<file path="src/rtl/mmu_pmp_check_if.sv">
// Request/response bus of the PMP check stage: TLB-side request, output-stage packet
// and the PMP CSR write port.
interface mmu_pmp_check_if;
  logic        i_req_valid_1;
  logic        o_req_ready_1;
  logic [50:0] i_req_data_51;
  logic        i_priv_m_1;
  logic        o_out_valid_1;
  logic        i_out_ready_1;
  logic [50:0] o_out_data_51;
  logic        i_csr_we_1;
  logic        i_csr_sel_1;
  logic [2:0]  i_csr_idx_3;
  logic [31:0] i_csr_wdata_32;

  modport slave (
    input  i_req_valid_1, i_req_data_51, i_priv_m_1, i_out_ready_1,
    input  i_csr_we_1, i_csr_sel_1, i_csr_idx_3, i_csr_wdata_32,
    output o_req_ready_1, o_out_valid_1, o_out_data_51
  );

  modport master (
    output i_req_valid_1, i_req_data_51, i_priv_m_1, i_out_ready_1,
    output i_csr_we_1, i_csr_sel_1, i_csr_idx_3, i_csr_wdata_32,
    input  o_req_ready_1, o_out_valid_1, o_out_data_51
  );
endinterface

</file>
<file path="src/rtl/mmu_pmp_check.sv">
// PMP check stage: two-register valid/ready pipeline that checks paddr against the PMP
// entries and overwrites mcause with an access fault when the access is denied.
module mmu_pmp_check #(
  parameter int NUM_ENTRIES = 8,
  parameter int PADDR_W     = 34
) (
  input logic            clk,
  input logic            rst,
  mmu_pmp_check_if.slave bus
);

  // Handshake: a beat moves when valid & ready are both high at a rising edge; valid never
  // depends on ready, and a stage holding valid data keeps it stable until it is taken.
  logic [7:0]  pmp_cfg  [NUM_ENTRIES];
  logic [31:0] pmp_addr [NUM_ENTRIES];

  logic        s1_v, s1_priv, s2_v, s2_ready;
  logic [50:0] s1_data, s2_data, s1_result;

  assign s2_ready          = !s2_v || bus.i_out_ready_1;
  assign bus.o_req_ready_1 = !s1_v || s2_ready;
  assign bus.o_out_valid_1 = s2_v;
  assign bus.o_out_data_51 = s2_data;

  always_ff @(posedge clk) begin
    if (rst) begin
      s1_v    <= 1'b0;
      s1_priv <= 1'b0;
      s1_data <= '0;
      s2_v    <= 1'b0;
      s2_data <= '0;
    end else begin
      if (bus.o_req_ready_1) begin
        s1_v <= bus.i_req_valid_1;
        if (bus.i_req_valid_1) begin
          s1_data <= bus.i_req_data_51;
          s1_priv <= bus.i_priv_m_1;
        end
      end
      if (s2_ready) begin
        s2_v <= s1_v;
        if (s1_v) s2_data <= s1_result;
      end
    end
  end

  // CSR writes: a locked entry, or the lower bound of a locked TOR entry above, is frozen.
  logic [2:0] csr_idx_nxt;
  logic       csr_entry_locked, csr_tor_above_locked;

  assign csr_idx_nxt          = bus.i_csr_idx_3 + 3'd1;
  assign csr_entry_locked     = pmp_cfg[bus.i_csr_idx_3][7];
  assign csr_tor_above_locked = (bus.i_csr_idx_3 != 3'd7) && pmp_cfg[csr_idx_nxt][7]
                                && (pmp_cfg[csr_idx_nxt][4:3] == 2'b01);

  always_ff @(posedge clk) begin
    if (rst) begin
      for (int i = 0; i < NUM_ENTRIES; i++) begin
        pmp_cfg[i]  <= 8'h00;
        pmp_addr[i] <= 32'h0;
      end
    end else if (bus.i_csr_we_1 && !csr_entry_locked) begin
      if (!bus.i_csr_sel_1)
        pmp_cfg[bus.i_csr_idx_3] <= bus.i_csr_wdata_32[7:0] & 8'h9F;
      else if (!csr_tor_above_locked)
        pmp_addr[bus.i_csr_idx_3] <= bus.i_csr_wdata_32;
    end
  end

  logic [PADDR_W-1:0]     paddr;
  logic [NUM_ENTRIES-1:0] entry_match;

  assign paddr = s1_data[PADDR_W-1:0];

  for (genvar g = 0; g < NUM_ENTRIES; g++) begin : g_entry
    logic [PADDR_W-1:0] lo, hi;
    logic [31:0]        napot_ign;
    logic               m;

    if (g == 0) begin : g_lo0
      assign lo = '0;
    end else begin : g_lo
      assign lo = {pmp_addr[g-1], 2'b00};
    end
    assign hi = {pmp_addr[g], 2'b00};
    // Trailing ones plus the first zero above them are the don't-care bits of a NAPOT region.
    assign napot_ign = pmp_addr[g] ^ (pmp_addr[g] + 32'd1);

    always_comb begin
      m = 1'b0;
      case (pmp_cfg[g][4:3])
        2'b01:   m = (paddr >= lo) && (paddr < hi);
        2'b10:   m = (paddr[PADDR_W-1:2] == pmp_addr[g]);
        2'b11:   m = (((paddr[PADDR_W-1:2] ^ pmp_addr[g]) & ~napot_ign) == 32'd0);
        default: m = 1'b0;
      endcase
    end
    assign entry_match[g] = m;
  end

  logic       hit, grant, is_store;
  logic [7:0] win_cfg;
  logic [4:0] mcause_in;

  assign is_store  = s1_data[34];
  assign mcause_in = s1_data[40:36];

  always_comb begin
    hit     = 1'b0;
    win_cfg = 8'h00;
    for (int i = NUM_ENTRIES - 1; i >= 0; i--) begin
      if (entry_match[i]) begin
        hit     = 1'b1;
        win_cfg = pmp_cfg[i];
      end
    end
    if (!hit)                         grant = s1_priv;
    else if (s1_priv && !win_cfg[7])  grant = 1'b1;
    else                              grant = is_store ? win_cfg[1] : win_cfg[0];

    s1_result = s1_data;
    if (mcause_in == 5'd0 && !grant) s1_result[40:36] = is_store ? 5'd7 : 5'd5;
  end

  // Execute permission and the reserved cfg bits have no consumer in this stage.
  logic unused_cfg_bits;
  always_comb begin
    unused_cfg_bits = 1'b0;
    for (int i = 0; i < NUM_ENTRIES; i++)
      unused_cfg_bits = unused_cfg_bits ^ (^{pmp_cfg[i][6:5], pmp_cfg[i][2]});
  end

endmodule

</file>
<file path="src/flat_wrapper.sv">
// flat-port wrapper written by rule: the top's interface ports become plain ports
module mmu_pmp_check_flat 
#(
  parameter int NUM_ENTRIES = 8,
  parameter int PADDR_W     = 34
)
  (clk, rst, bus_i_req_valid_1, bus_i_req_data_51, bus_i_priv_m_1, bus_i_out_ready_1, bus_i_csr_we_1, bus_i_csr_sel_1, bus_i_csr_idx_3, bus_i_csr_wdata_32, bus_o_req_ready_1, bus_o_out_valid_1, bus_o_out_data_51);
  mmu_pmp_check_if bus_i ();
  input logic clk;
  input logic rst;
  input wire logic [$bits(bus_i.i_req_valid_1)-1:0] bus_i_req_valid_1;
  input wire logic [$bits(bus_i.i_req_data_51)-1:0] bus_i_req_data_51;
  input wire logic [$bits(bus_i.i_priv_m_1)-1:0] bus_i_priv_m_1;
  input wire logic [$bits(bus_i.i_out_ready_1)-1:0] bus_i_out_ready_1;
  input wire logic [$bits(bus_i.i_csr_we_1)-1:0] bus_i_csr_we_1;
  input wire logic [$bits(bus_i.i_csr_sel_1)-1:0] bus_i_csr_sel_1;
  input wire logic [$bits(bus_i.i_csr_idx_3)-1:0] bus_i_csr_idx_3;
  input wire logic [$bits(bus_i.i_csr_wdata_32)-1:0] bus_i_csr_wdata_32;
  output wire logic [$bits(bus_i.o_req_ready_1)-1:0] bus_o_req_ready_1;
  output wire logic [$bits(bus_i.o_out_valid_1)-1:0] bus_o_out_valid_1;
  output wire logic [$bits(bus_i.o_out_data_51)-1:0] bus_o_out_data_51;
  assign bus_i.i_req_valid_1 = bus_i_req_valid_1;
  assign bus_i.i_req_data_51 = bus_i_req_data_51;
  assign bus_i.i_priv_m_1 = bus_i_priv_m_1;
  assign bus_i.i_out_ready_1 = bus_i_out_ready_1;
  assign bus_i.i_csr_we_1 = bus_i_csr_we_1;
  assign bus_i.i_csr_sel_1 = bus_i_csr_sel_1;
  assign bus_i.i_csr_idx_3 = bus_i_csr_idx_3;
  assign bus_i.i_csr_wdata_32 = bus_i_csr_wdata_32;
  assign bus_o_req_ready_1 = bus_i.o_req_ready_1;
  assign bus_o_out_valid_1 = bus_i.o_out_valid_1;
  assign bus_o_out_data_51 = bus_i.o_out_data_51;
  mmu_pmp_check #(.NUM_ENTRIES(NUM_ENTRIES), .PADDR_W(PADDR_W)) u_core (.clk(clk), .rst(rst), .bus(bus_i));
endmodule
</file>
<file path="config.mk">
export PLATFORM = sky130hd
export DESIGN_NAME = mmu_pmp_check_flat
export DESIGN_NICKNAME = d
export VERILOG_FILES = /design/src/rtl/mmu_pmp_check_if.sv /design/src/rtl/mmu_pmp_check.sv /design/src/flat_wrapper.sv
export SDC_FILE = /design/constraint.sdc
export NUM_CORES = 1
export LEC_CHECK = 0
export BUFFER_PORTS_ARGS = -buffer_cell sky130_fd_sc_hd__buf_2
export CORE_MARGIN = 10
export CORE_UTILIZATION = 46
export CTS_CLUSTER_SIZE = 8
export DETAILED_ROUTE_END_ITERATION = 7
export PLACE_DENSITY_LB_ADDON = 0.12
export SYNTH_ARGS = -nofsm -noshare
export SYNTH_HDL_FRONTEND = slang
export SYNTH_SLANG_ARGS = --single-unit
export TNS_END_PERCENT = 30
</file>
<file path="constraint.sdc">
create_clock -name clk -period 4.6 [get_ports clk]
set_input_delay 0.69 -clock clk [delete_from_list [all_inputs] [get_ports clk]]
set_output_delay 0.69 -clock clk [all_outputs]
set_load 0.05 [all_outputs]
</file>
==> results.json <==
{
  "boundaryPins": 146,
  "die_h_um": 254.8,
  "synth_common_cells": "edfxtp_1 (296), nand2_1 (293), a21oi_1 (276)",
  "gp_congestion": 1.005,
  "cts_resized": 3,
  "cts_tree": "yes",
  "synthFlopType": "edfxtp_1",
  "cap_violations": 0,
  "rsz0062_at_grt": "no",
  "endpoint_kind": "flip-flop",
  "io_buffers": 145,
  "area_delta_synth_final_pct": 15.33,
  "p_leak_nw": 12.53,
  "power_density_nw_per_um2": 320.4,
  "finalHoldViolCount": 0,
  "cts_setup_buffers": 0,
  "min_period_ps": 4508,
  "synthArstFlopShare": 0,
  "avgSynthCellArea_sq_um": 9.363,
  "design_area_sq_um": 29250,
  "wl_per_cell_um": 25.83,
  "ys_seq_area_frac": 0.4333,
  "path_cells": "ha_1, a21oi_1, o21ai_0, a221o_1, a2111oi_2, buf_4, a2111oi_0, buf_4, or3_1, buf_4, or3_1, a211o_1, a41oi_2, a311oi_1, nor3_1",
  "die_x_um": 254.8,
  "relSlewSlack": 0.2351,
  "wl_met1_um": 36820,
  "initial_utilization": 0.4622,
  "final_nets": 3311,
  "firstDrtPassIters": 6,
  "dp.final_hpwl_um": 74330,
  "grt_max_degree": 87,
  "max_freq_mhz": 221.9,
  "reg2reg_to": "u_core.bus.o_out_data_51[37]",
  "ctsRootBufferMaster": "clkbuf_16",
  "cts_sinks": 401,
  "switching_share": 0.2811,
  "whs_ps": 306.9,
  "cts_made_buffers": 56,
  "path_max_fanout": 7,
  "die_area_sq_um": 64940,
  "postPlaceCellArea_sq_um": 27630,
  "drive_gt1_frac": 0.1291,
  "setup_ws_ps": 92.47,
  "worst_pin_slew_ps": 1143,
  "layout.cells.non_filler": 3682,
  "antenna_found_initial": 9,
  "viasPerCell": 6.070,
  "dp.cells": 3598,
  "highest_layer": "met4",
  "crit_family": "compound AO/OA/AOI/OAI gates",
  "worstPathArrival_ps": 5050,
  "drc": 0,
  "setup_tns_ps": 0,
  "whs_path_depth": 3,
  "worstHoldStart": "bus_i_req_data_51[7]",
  "yosysTopAreaCellShare": 0.3504,
  "synth.area.top_cells": "edfxtp_1 (35%), ha_1 (13%), dfxtp_1 (8.3%)",
  "r2r_cells": 15,
  "ant_nets": 0,
  "drt_iter0_markers": 1994,
  "wl_met3_um": 6406,
  "drt_wl_total_um": 95100,
  "cp_slowest_stage_delay_ps": 630,
  "critPathKind": "reg -> reg",
  "yosysTopAreaCell": "edfxtp_1",
  "synth_cells": 2709,
  "cpMostUsedCell": "buf_4",
  "cts_hold_buf": 0,
  "seqPwrFrac": 0.447,
  "maxSlewViolCount": 0,
  "slowest_stage": "dfxtp_1",
  "yosysMostFrequentCell": "edfxtp_1",
  "vias": 22350,
  "setup_viol_count_final": 0,
  "synth-edff-count": 296,
  "core_sq_um": 54880,
  "synth_seq_cells": 401,
  "clock_skew_ps": 28.88,
  "p_clk_frac": 0.409,
  "rrSetupSlack_ps": 90,
  "cts.reportedPaths.clkPinSlew_ps": 50,
  "outcome": "complete, no violations",
  "fin_crit_sh": 0.9799,
  "rows": 86,
  "hp-class": "in -> reg",
  "htreeDepth": 2,
  "cts_buffer_depth": 3,
  "cp-start-kind": "flip-flop",
  "synth_warnings": 0,
  "groute.usage.overall": 0.2870,
  "crit_start": "u_core.s1_data[25]",
  "synth_area_sq_um": 25370,
  "hold_path_end": "u_core.s1_data[7]",
  "ys_types": 80,
  "p_sw_w": 0.002635,
  "wl_met2_um": 46800,
  "crit_required_ps": 5140,
  "power_frac_comb": 0.144,
  "cell_internal_pwr_w": 0.006738,
  "overflow": 0,
  "grt_pass1_wl_um": 137800,
  "insertion_delay_ps": 640,
  "r2r-start": "u_core.s1_data[25]",
  "path_buf_inv": 3,
  "ir_drop_mv": 0.3394,
  "pre_cts_slack_ps": -345.0,
  "grt_pass1_vias": 22350,
  "synth_fp_nets": 3068
}
==> flip-flops by register name, summed over array words and instances, names as in the netlist <==
| name | cells |
|---|---|
| u_core.pmp_addr | 256 |
| u_core.bus.o_out_data_51 | 51 |
| u_core.s1_data | 51 |
| u_core.pmp_cfg | 40 |
| u_core.bus.o_out_valid_1 | 1 |
| u_core.s1_priv | 1 |
| u_core.s1_v | 1 |
==> per-stage QoR <==
step	utilization	power, W
finish	0.5331	0.009372
global route	0.5330	0.009716
CTS	0.5324	0.009400
detailed placement	0.5034	0.005578
global placement	0.5034	0.005563
floorplan	-	0.004996
==> cell families after synthesis <==
family / after synthesis / synth area share
mux: 5 / 0.002072
fa+ha+maj: 266 / 0.1312
buf+inv: 350 / 0.05184
simple gates: 1102 / 0.2372
xor+xnor: 6 / 0.002072
compound gates: 579 / 0.1423
flops: 401 / 0.4333
==> layout make-up <==
class / instances / area (sq um)
Antenna cell: 3 / 7.507
Clock buffer: 78 / 1504
Clock inverter: 3 / 76.32
Fill cell: 5074 / 25620
Inverter: 270 / 1013
Multi-Input combinational cell: 1958 / 13130
Sequential cell: 401 / 11000
Tap cell: 704 / 880.8
Timing Repair Buffer: 265 / 1642
==> worst register-to-register path, cell delays in order, from the launching register on <==
cell	delay, ps
dfxtp_1	630
ha_1	360
a21oi_1	150
o21ai_0	110
a221o_1	320
a2111oi_2	510
buf_4	220
a2111oi_0	90
buf_4	180
or3_1	430
buf_4	180
or3_1	330
a211o_1	320
a41oi_2	260
a311oi_1	140
nor3_1	220
==> worst max path at each step <==
stage / end / slack, ps / cells past startpoint
floorplan: u_core.bus.o_out_data_51[37] / 960 / 14
global placement: u_core.bus.o_out_data_51[37] / -270 / 16
detailed placement: u_core.bus.o_out_data_51[37] / -340 / 16
CTS: u_core.bus.o_out_data_51[37] / 10 / 15
global route: u_core.bus.o_out_data_51[37] / 1 / 15
finish: u_core.bus.o_out_data_51[37] / 90 / 15
==> cell usage in the layout (no fill, tap or decap), drive strengths merged, types with 16 or more instances in the layout <==
master	instances
and3	67
or2	19
nand2	293
a21o	22
dfxtp	105
nor2	84
a31oi	71
nand3	58
edfxtp	296
nor2b	20
inv	268
buf	265
ha	266
and2	269
o21ai	49
nand4	83
o211ai	16
and4	29
nor4	61
a21oi	276
nor3	62
a41oi	30
clkbuf	78
==> power groups by stage <==
stage / clock network (W) / registers, W / logic, W
final: 0.00383 / 0.00419 / 0.00135
after detailed placement: 0 / 0.00425 / 0.00132
after CTS: 0.00388 / 0.00418 / 0.00133
after global placement: 0 / 0.00425 / 0.00131
after floorplan: 0 / 0.00423 / 0.000761
after global routing: 0.00404 / 0.00420 / 0.00147
==> layer usage <==
| layer | GRT usage | vias up |
|---|---|---|
| met3 | 0.03503 | 211 |
| met4 | 0.1481 | 0 |
| met1 | 0.3407 | 10830 |
| met2 | 0.5035 | 851 |
| met5 | 0 | - |
| li1 | - | 10460 |
(Power assumes the default switching activity.)
